===== src/rtl/proc_mem_pkg.sv =====
// Shared types and default widths for the data-memory arbiter.
// FSM states, access owners, default parameter values.
package proc_mem_pkg;

  localparam int ADDR_W_DEF     = 16;
  localparam int DATA_W_DEF     = 8;
  localparam int WAIT_CYC_DEF   = 1;
  localparam int STARVE_MAX_DEF = 4;

  typedef enum logic [1:0] {
    IDLE,
    ACCESS,
    WAIT,
    RESP
  } state_t;

  typedef enum logic {
    OWN_CPU,
    OWN_DMA
  } owner_t;

endpackage


===== src/rtl/data_mem_arb_stats.sv =====
// Grant counters for the data-memory arbiter (wrap at 16 bits).
// Ports: clk, rst_n, cpu_grant/dma_grant pulses in, two 16-bit counts out.
module data_mem_arb_stats (
  input  logic        clk,
  input  logic        rst_n,
  input  logic        cpu_grant,
  input  logic        dma_grant,
  output logic [15:0] cpu_grant_cnt,
  output logic [15:0] dma_grant_cnt
);

  always_ff @(posedge clk or negedge rst_n) begin
    if (!rst_n) begin
      cpu_grant_cnt <= '0;
      dma_grant_cnt <= '0;
    end else begin
      if (cpu_grant)
        cpu_grant_cnt <= cpu_grant_cnt + 16'd1;
      if (dma_grant)
        dma_grant_cnt <= dma_grant_cnt + 16'd1;
    end
  end

endmodule


===== src/rtl/data_mem_arbiter.sv =====
// Single-port data RAM arbiter: MEM-stage CPU port vs image DMA loader.
// Ports: clk, rst_n; cpu_* (re/we/addr/wdata/rdata/done/stall);
// dma_* (req/we/addr/wdata/rdata/ack); mem_* RAM side.
// DATA_MEM_ARB_STATS_EN adds cpu_grant_cnt/dma_grant_cnt outputs.
module data_mem_arbiter
  import proc_mem_pkg::*;
#(
  parameter int ADDR_W     = ADDR_W_DEF,
  parameter int DATA_W     = DATA_W_DEF,
  parameter int WAIT_CYC   = WAIT_CYC_DEF,
  parameter int STARVE_MAX = STARVE_MAX_DEF
) (
  input  logic              clk,
  input  logic              rst_n,
  input  logic              cpu_re,
  input  logic              cpu_we,
  input  logic [ADDR_W-1:0] cpu_addr,
  input  logic [DATA_W-1:0] cpu_wdata,
  output logic [DATA_W-1:0] cpu_rdata,
  output logic              cpu_done,
  output logic              cpu_stall,
  input  logic              dma_req,
  input  logic              dma_we,
  input  logic [ADDR_W-1:0] dma_addr,
  input  logic [DATA_W-1:0] dma_wdata,
  output logic [DATA_W-1:0] dma_rdata,
  output logic              dma_ack,
  output logic [ADDR_W-1:0] mem_addr,
  output logic [DATA_W-1:0] mem_wdata,
  output logic              mem_re,
  output logic              mem_we,
  input  logic [DATA_W-1:0] mem_rdata
`ifdef DATA_MEM_ARB_STATS_EN
  ,
  output logic [15:0]       cpu_grant_cnt,
  output logic [15:0]       dma_grant_cnt
`endif
);

  localparam int SW = $clog2(STARVE_MAX + 1);

  state_t        state;
  state_t        state_nx;
  owner_t        owner;
  logic          op_we;
  logic [3:0]    wait_cnt;
  logic [SW-1:0] starve_cnt;
  logic          cpu_req;
  logic          dma_win;
  logic          grant_cpu;
  logic          grant_dma;
  logic          rd_last;

  assign cpu_req   = cpu_re | cpu_we;
  assign cpu_stall = cpu_req & ~cpu_done;

  // DMA takes the slot when the CPU is quiet or has starved it.
  assign dma_win   = dma_req
                   & (~cpu_req
                   | (starve_cnt == SW'(STARVE_MAX)));
  assign grant_dma = (state == IDLE) & dma_win;
  assign grant_cpu = (state == IDLE) & cpu_req & ~dma_win;

  // Last WAIT cycle is the one where mem_rdata is valid.
  assign rd_last   = (state == WAIT) & (wait_cnt == 4'd1);

  always_comb begin
    state_nx = state;
    mem_re   = 1'b0;
    mem_we   = 1'b0;
    cpu_done = 1'b0;
    dma_ack  = 1'b0;
    unique case (state)
      IDLE: begin
        if (grant_cpu | grant_dma)
          state_nx = ACCESS;
      end
      ACCESS: begin
        mem_re   = ~op_we;
        mem_we   = op_we;
        state_nx = op_we ? RESP : WAIT;
      end
      WAIT: begin
        if (rd_last)
          state_nx = RESP;
      end
      RESP: begin
        cpu_done = (owner == OWN_CPU);
        dma_ack  = (owner == OWN_DMA);
        state_nx = IDLE;
      end
      default: state_nx = IDLE;
    endcase
  end

  always_ff @(posedge clk or negedge rst_n) begin
    if (!rst_n) begin
      state      <= IDLE;
      owner      <= OWN_CPU;
      op_we      <= 1'b0;
      wait_cnt   <= '0;
      starve_cnt <= '0;
      mem_addr   <= '0;
      mem_wdata  <= '0;
      cpu_rdata  <= '0;
      dma_rdata  <= '0;
    end else begin
      state <= state_nx;
      if (grant_dma) begin
        owner     <= OWN_DMA;
        op_we     <= dma_we;
        mem_addr  <= dma_addr;
        mem_wdata <= dma_wdata;
      end else if (grant_cpu) begin
        // re & we together is taken as a store
        owner     <= OWN_CPU;
        op_we     <= cpu_we;
        mem_addr  <= cpu_addr;
        mem_wdata <= cpu_wdata;
      end
      if (grant_dma | ~dma_req)
        starve_cnt <= '0;
      else if (grant_cpu
               && starve_cnt != SW'(STARVE_MAX))
        starve_cnt <= starve_cnt + 1'b1;
      if (state == ACCESS && !op_we)
        wait_cnt <= 4'(WAIT_CYC);
      else if (state == WAIT)
        wait_cnt <= wait_cnt - 1'b1;
      if (rd_last) begin
        if (owner == OWN_DMA)
          dma_rdata <= mem_rdata;
        else
          cpu_rdata <= mem_rdata;
      end
    end
  end

`ifdef DATA_MEM_ARB_STATS_EN
  data_mem_arb_stats u_stats (
    .clk           (clk),
    .rst_n         (rst_n),
    .cpu_grant     (grant_cpu),
    .dma_grant     (grant_dma),
    .cpu_grant_cnt (cpu_grant_cnt),
    .dma_grant_cnt (dma_grant_cnt)
  );
`endif

endmodule


===== config.mk =====
export PLATFORM = sky130hd
export DESIGN_NAME = data_mem_arbiter
export DESIGN_NICKNAME = d
export VERILOG_FILES = /design/src/rtl/proc_mem_pkg.sv /design/src/rtl/data_mem_arb_stats.sv /design/src/rtl/data_mem_arbiter.sv
export SDC_FILE = /design/constraint.sdc
export NUM_CORES = 1
export LEC_CHECK = 0
export BUFFER_PORTS_ARGS = -buffer_cell sky130_fd_sc_hd__buf_2
export CORE_UTILIZATION = 48
export CTS_CLUSTER_DIAMETER = 40
export DETAILED_ROUTE_END_ITERATION = 10
export GPL_TIMING_DRIVEN = 0
export PLACE_DENSITY = 0.91
export SYNTH_ARGS = -nofsm -noshare
export SYNTH_HDL_FRONTEND = slang
export SYNTH_SLANG_ARGS = --single-unit

===== constraint.sdc =====
create_clock -name clk -period 2.47 [get_ports clk]
set_clock_uncertainty 0.05 [all_clocks]
set_input_delay 0.494 -clock clk [delete_from_list [all_inputs] [get_ports clk]]
set_output_delay 0.494 -clock clk [all_outputs]
set_load 0.02 [all_outputs]

==> results_dict.tcl, run 1 <==
set metrics [dict create \
    clockRootBuffer "clkbuf_8" \
    drt_iter0_markers 151 \
    cp.required_ns 1.93 \
    final_util_pct 63.3 \
    synth-edff-count 0 \
    viasPerCell 5.41 \
    clkLatencyLatePin_ns 0.32 \
    insertedDiodeCount 0 \
    slowest_delay_ns 0.43 \
    hold_viol_final 0 \
    first_pass_iters 4 \
    numCtsBuffers 5 \
    row_count 26 \
    start_util_pct 49.7 \
    grt_pass1_wl_um 9340 \
    cts_buffer_depth 2 \
    ant_nets 0 \
    setup-violations-final 0 \
    cts_setup_buffers 0 \
    portBuffers 104 \
    drt-total-wl_um 6260 \
    ioPinCount 107 \
    remaining_drc_errors 0 \
    grtUsageTotal_pct 21.9 \
    ir_drop_v 0.000465 \
    maxCapViolations 0 \
    grt_overflow 0 \
    slew_viol_final 0 \
    drive_gt1_share_pct 39.6 \
    worstPathArrival_ns 1.50 \
    crit_chain "inv_1, ha_1, nor2b_1, buf_2" \
    worst-path-buf-inv 2 \
    crit_fanout 5 \
    max_freq_mhz 490 \
    dpl.hpwl_um 4620 \
    cts_tree "yes" \
    syn_area_per_cell_um2 10.3 \
    antenna_found_initial 0 \
    end_kind "output port" \
    syn_nets 317 \
    gp_congestion 0.790 \
    maxSlewHeadroom_pct 25.2 \
    h-tree-depth 2 \
    synthArstFlopShare_pct 100 \
    min_period_ns 2.04 \
    hold_path_class "in2async" \
    routedWlPerCell_um 14.6 \
    coreArea_mm2 0.00511 \
    ys_top_cells_by_area "dfrtp_1 (50%), a31oi_1 (5.9%), nand3_1 (4.9%)" \
    p_leak_nw 1.53 \
    synth_flop_cell "dfrtp_1" \
    tightest_slew_ns 1.12 \
    dr_total_vias 2320 \
    synth_most_common_cell "dfrtp_1" \
    pwr_density_cell_mw_per_mm2 1220 \
    fp.dieW_um 74.7 \
    grt_max_degree 52 \
    nNetsFinal 428 \
    synth-seq-cells 51 \
    status "finished, final reports clean" \
    clkSinkCount 51 \
    ys_seq_area_share_pct 50.3 \
    area_growth_pct 27.3 \
    rsz0062_at_grt "no" \
    ys_types 42 \
    crit_family "flip-flops" \
    cpMaxStageDelayCell "dfrtp_1" \
    fp.dieH_um 74.7 \
    synth_common_cells "dfrtp_1 (51), nor2_1 (31), nand3_1 (25), a31oi_1 (24), o21ai_0 (24)" \
    finalSetupTns_ns 0 \
    cp-start-kind "flip-flop" \
    grt_pass1_vias 2003 \
    synth_area_leader_cell "dfrtp_1" \
    cts_hold_buf 0 \
    yosys.area.top_type_share_pct 50.3 \
    crit_type "reg2out" \
    netlist_area_mm2 0.00254 \
    post_cts_resized 0 \
    path_clk_slew_ns 0.10 \
    die_area_mm2 0.00558 \
    yosys_warnings 0 \
    fin_crit_sh_pct 82.6 \
    syn_inst 247 \
]
-- registers in the layout (all words and copies together), names as in the netlist --
register    cells
mem_wdata       8
owner           1
op_we           1
dma_rdata       8
cpu_rdata       8
starve_cnt      3
mem_addr       16
wait_cnt        4
state           2
-- per-layer routing --
layer / track usage, % / share of wire, % / wire [um] / vias up
met3: 4.69 / 6.4 / 402 / 10
met2: 38.1 / 50 / 3150 / 113
li1: - / - / - / 1091
met4: 6.50 / 1.0 / 63 / 0
met5: 0 / 0 / 0 / -
met1: 27.4 / 42 / 2640 / 1106
-- layout by cell type (no fill, tap or decap), drive strengths merged, types with 2 or more instances in the layout --
master | Yosys | routed
a31oi | 24 | 24
and2 | 4 | 4
buf | 10 | 114
clkbuf | 9 | 15
dfrtp | 51 | 51
ha | 8 | 8
inv | 8 | 8
mux2 | 17 | 17
nand2 | 5 | 5
nand2b | 2 | 2
nand3 | 25 | 25
nor2 | 32 | 32
nor2b | 3 | 3
o21a | 2 | 2
o21ai | 24 | 24
o22ai | 2 | 2
xnor2 | 2 | 2
-- report_power, final --
group | total [mW] | internal (mW) | switching, mW
Sequential | 1.48 | 1.24 | 0.244
Combinational | 1.99 | 0.793 | 1.20
Clock | 0.479 | 0.199 | 0.280
-- cell families after synthesis --
| logic type | count (synthesis) | share of synthesized area [%] |
|---|---|---|
| AOI/OAI and AO/OA | 62 | 15.5 |
| buffers and inverters | 27 | 5.18 |
| DFF | 51 | 50.3 |
| adders and majority gates | 8 | 3.94 |
| xor gates and xnor gates | 3 | 1.04 |
| muxes | 17 | 8.73 |
| and+or+nand+nor | 79 | 15.3 |
-- path summary, 6_finish.rpt --
| kind | startpoint | endpoint | slack [ns] | cells after the start |
|---|---|---|---|---|
| max | state[1] | mem_re | 0.43 | 4 |
| min | rst_n | mem_wdata[7] | 0.35 | 1 |
| max reg2reg | state[0] | cpu_rdata[1] | 0.53 | 6 |
| min reg2reg | dma_rdata[7] | dma_rdata[7] | 0.46 | 1 |
| max in group asynchronous | rst_n | cpu_rdata[4] | 1.33 | 1 |
| min in group clk | dma_addr[12] | mem_addr[12] | 0.38 | 3 |
-- area by class of cell --
| cell class | instances | area (um2) |
|---|---|---|
| inverters | 8 | 30.0 |
| multi-input cells | 169 | 1130 |
| flip-flops and latches | 51 | 1280 |
| clock buffers | 6 | 72.6 |
| fillers | 430 | 1880 |
| clock inverters | 2 | 12.5 |
| well taps | 70 | 87.6 |
| repair buffers | 104 | 520 |
| plain buffers | 19 | 101 |
-- metrics by stage --
stage                     power, mW  worst slack, ns  hold WS [ns]  cell area (um2)  cells
final                          3.95            0.429         0.345             3230    429
after CTS                      3.97            0.443         0.379             3230    429
after global routing           4.23            0.290         0.379             3230    429
after global placement         3.40            0.599         0.433             3150    421
after detailed placement       3.49            0.537         0.440             3150    421
after floorplan                2.82            0.753         0.148             2540    247
Note: power is estimated with default switching activity, not from simulation.
==> inputs of run 2 (changes only) <==
--- a/config.mk
+++ b/config.mk
@@ -6,11 +6,11 @@
 export NUM_CORES = 1
 export LEC_CHECK = 0
 export BUFFER_PORTS_ARGS = -buffer_cell sky130_fd_sc_hd__buf_2
-export CORE_UTILIZATION = 48
+export CORE_UTILIZATION = 43
 export CTS_CLUSTER_DIAMETER = 40
 export DETAILED_ROUTE_END_ITERATION = 10
 export GPL_TIMING_DRIVEN = 0
-export PLACE_DENSITY = 0.91
+export PLACE_DENSITY = 0.87
 export SYNTH_ARGS = -nofsm -noshare
 export SYNTH_HDL_FRONTEND = slang
 export SYNTH_SLANG_ARGS = --single-unit
==> constraint.sdc (replaced) <==
create_clock -name clk -period 1.7 [get_ports clk]
set_clock_uncertainty 0.05 [all_clocks]
set_input_delay 0.34 -clock clk [delete_from_list [all_inputs] [get_ports clk]]
set_output_delay 0.34 -clock clk [all_outputs]
set_load 0.02 [all_outputs]
==> run 2 against run 1 <==
The run now ends with negative setup slack left. Combinational power is 69% higher. Count of clock-buffer cells in the layout is 1 higher. Hold slack worse by 0.14 ns. Via count is 1.9% higher. Flip-flop and latch count stayed put. Setup slack worse by 0.45 ns. Die area is 11% higher. Largest power group unchanged.
==> results_dict.tcl, run 2 (synthesis gave the netlist of run 1 again) <==
set metrics [dict create \
    path_clk_slew_ns 0.09 \
    numCtsBuffers 5 \
    die_area_mm2 0.00621 \
    p_leak_nw 1.61 \
    ioPinCount 107 \
    grt_overflow 0 \
    clockRootBuffer "clkbuf_8" \
    routedWlPerCell_um 15.6 \
    start_util_pct 45.2 \
    final_util_pct 61.9 \
    coreArea_mm2 0.00561 \
    fill_cells 479 \
    fin_crit_sh_pct 101 \
    regMostFlops "mem_addr" \
    insertedDiodeCount 0 \
    status "finished, violations left" \
    hold_viol_final 0 \
    hold_path_class "in2async" \
    max_freq_mhz 580 \
    antenna_found_initial 0 \
    end_kind "output port" \
    remaining_drc_errors 0 \
    cts_hold_buf 0 \
    nNetsFinal 435 \
    maxSlewHeadroom_pct 23.9 \
    grt.met2_usage_pct 39.8 \
    drt-total-wl_um 6830 \
    fp.dieH_um 78.8 \
    grt_max_degree 52 \
    dr_total_vias 2365 \
    tightest_slew_ns 1.14 \
    portBuffers 104 \
    final_cell_mix "buf_2 (104), dfrtp_1 (48), nor2_1 (30), nand3_1 (25), a31oi_1 (24)" \
    met1_usage_pct 27.7 \
    gp_congestion 0.780 \
    drive_gt1_share_pct 48.6 \
    cts_tree "yes" \
    drt_iter0_markers 155 \
    dpl.hpwl_um 4830 \
    viasPerCell 5.40 \
    maxCapViolations 0 \
    worstPathArrival_ns 1.33 \
    ant_nets 0 \
    grtUsageTotal_pct 22.8 \
    crit_fanout 4 \
    clkLatencyLatePin_ns 0.30 \
    fin_ws_ns -0.0245 \
    h-tree-depth 2 \
    first_pass_iters 4 \
    cts_buffer_depth 2 \
    use_met3_pct 4.94 \
    finalSetupTns_ns -0.0253 \
    slew_viol_final 0 \
    violations "negative setup slack" \
    place_ws_ns -0.195 \
    area_growth_pct 36.9 \
    cp.required_ns 1.31 \
    crit_type "reg2out" \
    cp-start-kind "flip-flop" \
    grt_pass1_wl_um 11100 \
    min_period_ns 1.72 \
    fp.dieW_um 78.8 \
    largest_reg_flops 16 \
    pwr_density_cell_mw_per_mm2 1810 \
    setup-violations-final 2 \
    clkSinkCount 51 \
    row_count 27 \
    rsz0062_at_grt "yes" \
    final_common_cell "buf_2" \
    ir_drop_v 0.000888 \
    grt_pass1_vias 2332 \
    grt_busiest_layer "met2" \
]
run 2: area by class of cell:
type                       instances  area (um2)  area share [%]
clock inverter                     1        8.76           0.252
timing repair buffer             113         613            17.7
inverter                           8        30.0           0.865
buffer                            17         114            3.28
multi-input combinational        169        1250            36.0
sequential                        51        1280            36.9
tap                               72        90.1            2.59
clock buffer                       7        86.3            2.49
run 2: path summary, 6_finish.rpt:
path	start	endpoint	slack [ns]	depth (start not counted)
max	state[1]	dma_ack	-0.02	4
min	rst_n	mem_addr[4]	0.21	1
max reg2reg	wait_cnt[1]	state[1]	0	5
min reg2reg	cpu_rdata[4]	cpu_rdata[4]	0.46	1
max in group asynchronous	rst_n	state[0]	0.62	1
min in group clk	mem_rdata[0]	dma_rdata[0]	0.23	2
run 2: worst max-delay path, stage by stage (launching register included):
cell and delay (ns):
dfrtp_2 0.45, ha_2 0.20, buf_4 0.12, and2_1 0.13, buf_6 0.13
run 2: through the flow:
step | power, mW | instances | hold WS [ns] | area [um2]
detailed placement | 5.09 | 423 | 0.442 | 3150
global route | 6.71 | 438 | 0.223 | 3470
floorplan | 4.10 | 247 | -0.00559 | 2540
finish | 6.30 | 438 | 0.208 | 3470
CTS | 6.12 | 434 | 0.228 | 3390
global placement | 4.96 | 423 | 0.435 | 3150
run 2: report_power, final:
group / total [mW] / internal (mW) / switching [mW]
logic: 3.37 / 1.49 / 1.88
clock network: 0.736 / 0.334 / 0.402
registers: 2.19 / 1.80 / 0.390
run 2: what timing repair did:
item	CTS	global route
gates resized for setup	33	33
setup endpoints to repair	46	47
buffers inserted	4	5
pin swaps	3	7
run 2: metal layers:
| metal | wire [um] | vias to the layer above | part of all wire, % |
|---|---|---|---|
| li1 | - | 1109 | - |
| met1 | 2840 | 1145 | 42 |
| met2 | 3460 | 98 | 51 |
| met3 | 387 | 13 | 5.7 |
| met4 | 150 | 0 | 2.2 |
| met5 | 0 | - | 0 |
==> inputs of run 3 (changes only) <==
--- a/config.mk
+++ b/config.mk
@@ -9,8 +9,9 @@
 export CORE_UTILIZATION = 43
 export CTS_CLUSTER_DIAMETER = 40
 export DETAILED_ROUTE_END_ITERATION = 10
-export GPL_TIMING_DRIVEN = 0
+export MAX_ROUTING_LAYER = met4
 export PLACE_DENSITY = 0.87
 export SYNTH_ARGS = -nofsm -noshare
 export SYNTH_HDL_FRONTEND = slang
+export SYNTH_HIERARCHICAL = 1
 export SYNTH_SLANG_ARGS = --single-unit
==> run 3 against run 2 <==
The run still ends with negative setup slack left. First-iteration DRC count is 33% lower. Cell count is 0.23% higher. Hold slack better by 0.036 ns. Critical path depth is 1 higher. Die area stayed put. Sequential share of layout area is 0.59 points lower. Sequential power hardly changed. Flip-flop and latch count stayed put. Utilization is 0.83 points higher.
==> results_dict.tcl, run 3 <==
set metrics [dict create \
    nNetsFinal 436 \
    netlist_area_mm2 0.00254 \
    synth_most_common_cell "dfrtp_1" \
    tightest_slew_ns 0.498 \
    rsz0062_at_grt "yes" \
    cp-start-kind "flip-flop" \
    regMostFlops "mem_addr" \
    min_from "mem_rdata[0]" \
    dr_total_vias 2313 \
    ys_top_cells_by_area "dfrtp_1 (50%), a31oi_1 (5.9%), nand3_1 (4.9%)" \
    routedWlPerCell_um 14.6 \
    synth_common_cells "dfrtp_1 (51), nor2_1 (31), nand3_1 (25), a31oi_1 (24), o21ai_0 (24)" \
    path_clk_slew_ns 0.09 \
    row_count 27 \
    yosys.area.top_type_share_pct 50.3 \
    cp.required_ns 1.31 \
    violations "negative setup slack" \
    max_freq_mhz 572 \
    ys_types 42 \
    final_cell_mix "buf_2 (101), dfrtp_1 (51), nor2_1 (31), nand3_1 (25)" \
    grt_pass1_vias 2172 \
    cts_buffer_depth 2 \
    coreArea_mm2 0.00561 \
    grt_max_degree 32 \
    drive_gt1_share_pct 47.1 \
    numCtsBuffers 5 \
    fill_cells 480 \
    insertedDiodeCount 0 \
    timing.rr.start "wait_cnt[1]" \
    fp.dieW_um 78.8 \
    synth-edff-count 0 \
    remaining_drc_errors 0 \
    ir_drop_v 0.000833 \
    synth-seq-cells 51 \
    hold_path_class "in2reg" \
    holdPathEnd "dma_rdata[0]" \
    place_ws_ns -0.0674 \
    end_kind "output port" \
    antenna_found_initial 0 \
    crit_fanout 3 \
    p_total_mw 6.38 \
    grt_pass1_wl_um 10200 \
    hold_depth 2 \
    finalSetupTns_ns -0.0904 \
    viasPerCell 5.27 \
    synth_flop_cell "dfrtp_1" \
    syn_nets 317 \
    drt-total-wl_um 6410 \
    cts_tree "yes" \
    synth_area_leader_cell "dfrtp_1" \
    p_leak_nw 1.64 \
    synthArstFlopShare_pct 100 \
    setup-violations-final 3 \
    ant_nets 0 \
    syn_area_per_cell_um2 10.3 \
    h-tree-depth 2 \
    ys_seq_area_share_pct 50.3 \
    final_util_pct 62.8 \
    die_area_mm2 0.00621 \
    first_pass_iters 4 \
    portBuffers 106 \
    maxSlewHeadroom_pct 66.8 \
    dpl.hpwl_um 4660 \
    gp_congestion 0.823 \
    crit_type "reg2out" \
    final_common_cell "buf_2" \
    area_growth_pct 38.7 \
    rrSetupSlack_ns 0.04 \
    fin_ws_ns -0.0469 \
    clkSinkCount 51 \
    maxCapViolations 0 \
    syn_inst 247 \
    start_util_pct 45.2 \
    yosys_warnings 6 \
    slew_viol_final 0 \
    ioPinCount 107 \
    status "finished, violations left" \
    grtUsageTotal_pct 21.3 \
    grt_overflow 0 \
    pwr_density_cell_mw_per_mm2 1810 \
    clkLatencyLatePin_ns 0.29 \
    fp.dieH_um 78.8 \
    fin_crit_sh_pct 103 \
    reg2regPathDepth 5 \
    largest_reg_flops 16 \
    drt_iter0_markers 104 \
    r2r-end "state[0]" \
    clockRootBuffer "clkbuf_8" \
    hold_viol_final 0 \
    worstPathArrival_ns 1.36 \
    min_period_ns 1.75 \
]
==> run 3: cell counts after synthesis <==
No cell type changed its count.
==> run 3: how the worst max path moves through the flow <==
stage / endpoint / slack [ns] / from / cells after the start
2_1_floorplan: dma_rdata[0] / 0.003 / state[0] / 7
3_3_place_gp: dma_rdata[3] / 0.01 / state[0] / 5
3_5_place_dp: state[1] / -0.07 / wait_cnt[1] / 5
4_1_cts: mem_we / -0.08 / state[0] / 4
5_1_grt: cpu_stall / -0.09 / state[1] / 5
6_report: cpu_stall / -0.05 / state[0] / 5
==> run 3: cell families (layout without fill, tap and decap cells) <==
| family | count (synthesis) | count (layout) | share of synthesized area [%] |
|---|---|---|---|
| AND/OR/NAND/NOR | 79 | 79 | 15.3 |
| AO/OA/AOI/OAI | 62 | 62 | 15.5 |
| flip-flops | 51 | 51 | 50.3 |
| buffers and inverters | 27 | 147 | 5.18 |
| multiplexers | 17 | 17 | 8.73 |
| adder cells (fa/ha/maj) | 8 | 8 | 3.94 |
| XOR/XNOR | 3 | 3 | 1.04 |
==> run 3: repair_timing <==
| item | CTS | global route |
|---|---|---|
| gates resized for setup | 15 | 16 |
| pin swaps | 3 | 4 |
| endpoints found under the setup margin | 15 | 41 |
| hold buffers | 1 | 0 |
| buffers inserted | 3 | 3 |
| endpoints found under the hold margin | 20 | 0 |
==> run 3: layout make-up <==
type / count / area [um2] / area share, %
Clock buffer: 7 / 96.3 / 2.74
Clock inverter: 1 / 7.51 / 0.213
Inverter: 8 / 30.0 / 0.853
Multi-Input combinational cell: 169 / 1230 / 34.8
Sequential cell: 51 / 1280 / 36.3
Tap cell: 72 / 90.1 / 2.56
Timing Repair Buffer: 131 / 793 / 22.5
==> run 3: critical path, stage by stage, from the launching register on <==
cell     delay, ns
dfrtp_1       0.42
buf_6         0.14
ha_4          0.15
nor2b_4       0.12
nor2_1        0.10
buf_4         0.14
==> run 3: per-stage QoR <==
stage	instance area [um2]	cells	hold WS, ns
final	3520	439	0.244
after global routing	3520	439	0.234
after CTS	3410	436	0.231
after detailed placement	3230	424	0.288
after global placement	3230	424	0.276
after floorplan	2540	247	-0.00559
==> run 3: layer usage <==
layer | track usage (%) | part of all wire [%]
met1 | 26.0 | 43
met3 | 3.68 | 5.4
met2 | 37.0 | 51
met5 | - | 0
met4 | 4.73 | 1.4
==> run 3: where the power goes <==
part	leakage, nW	internal, mW	switching, mW	total, mW
clock	0.0505	0.371	0.385	0.756
combinational	0.993	1.59	1.87	3.46
sequential	0.592	1.80	0.362	2.16
total	1.64	3.75	2.62	6.38
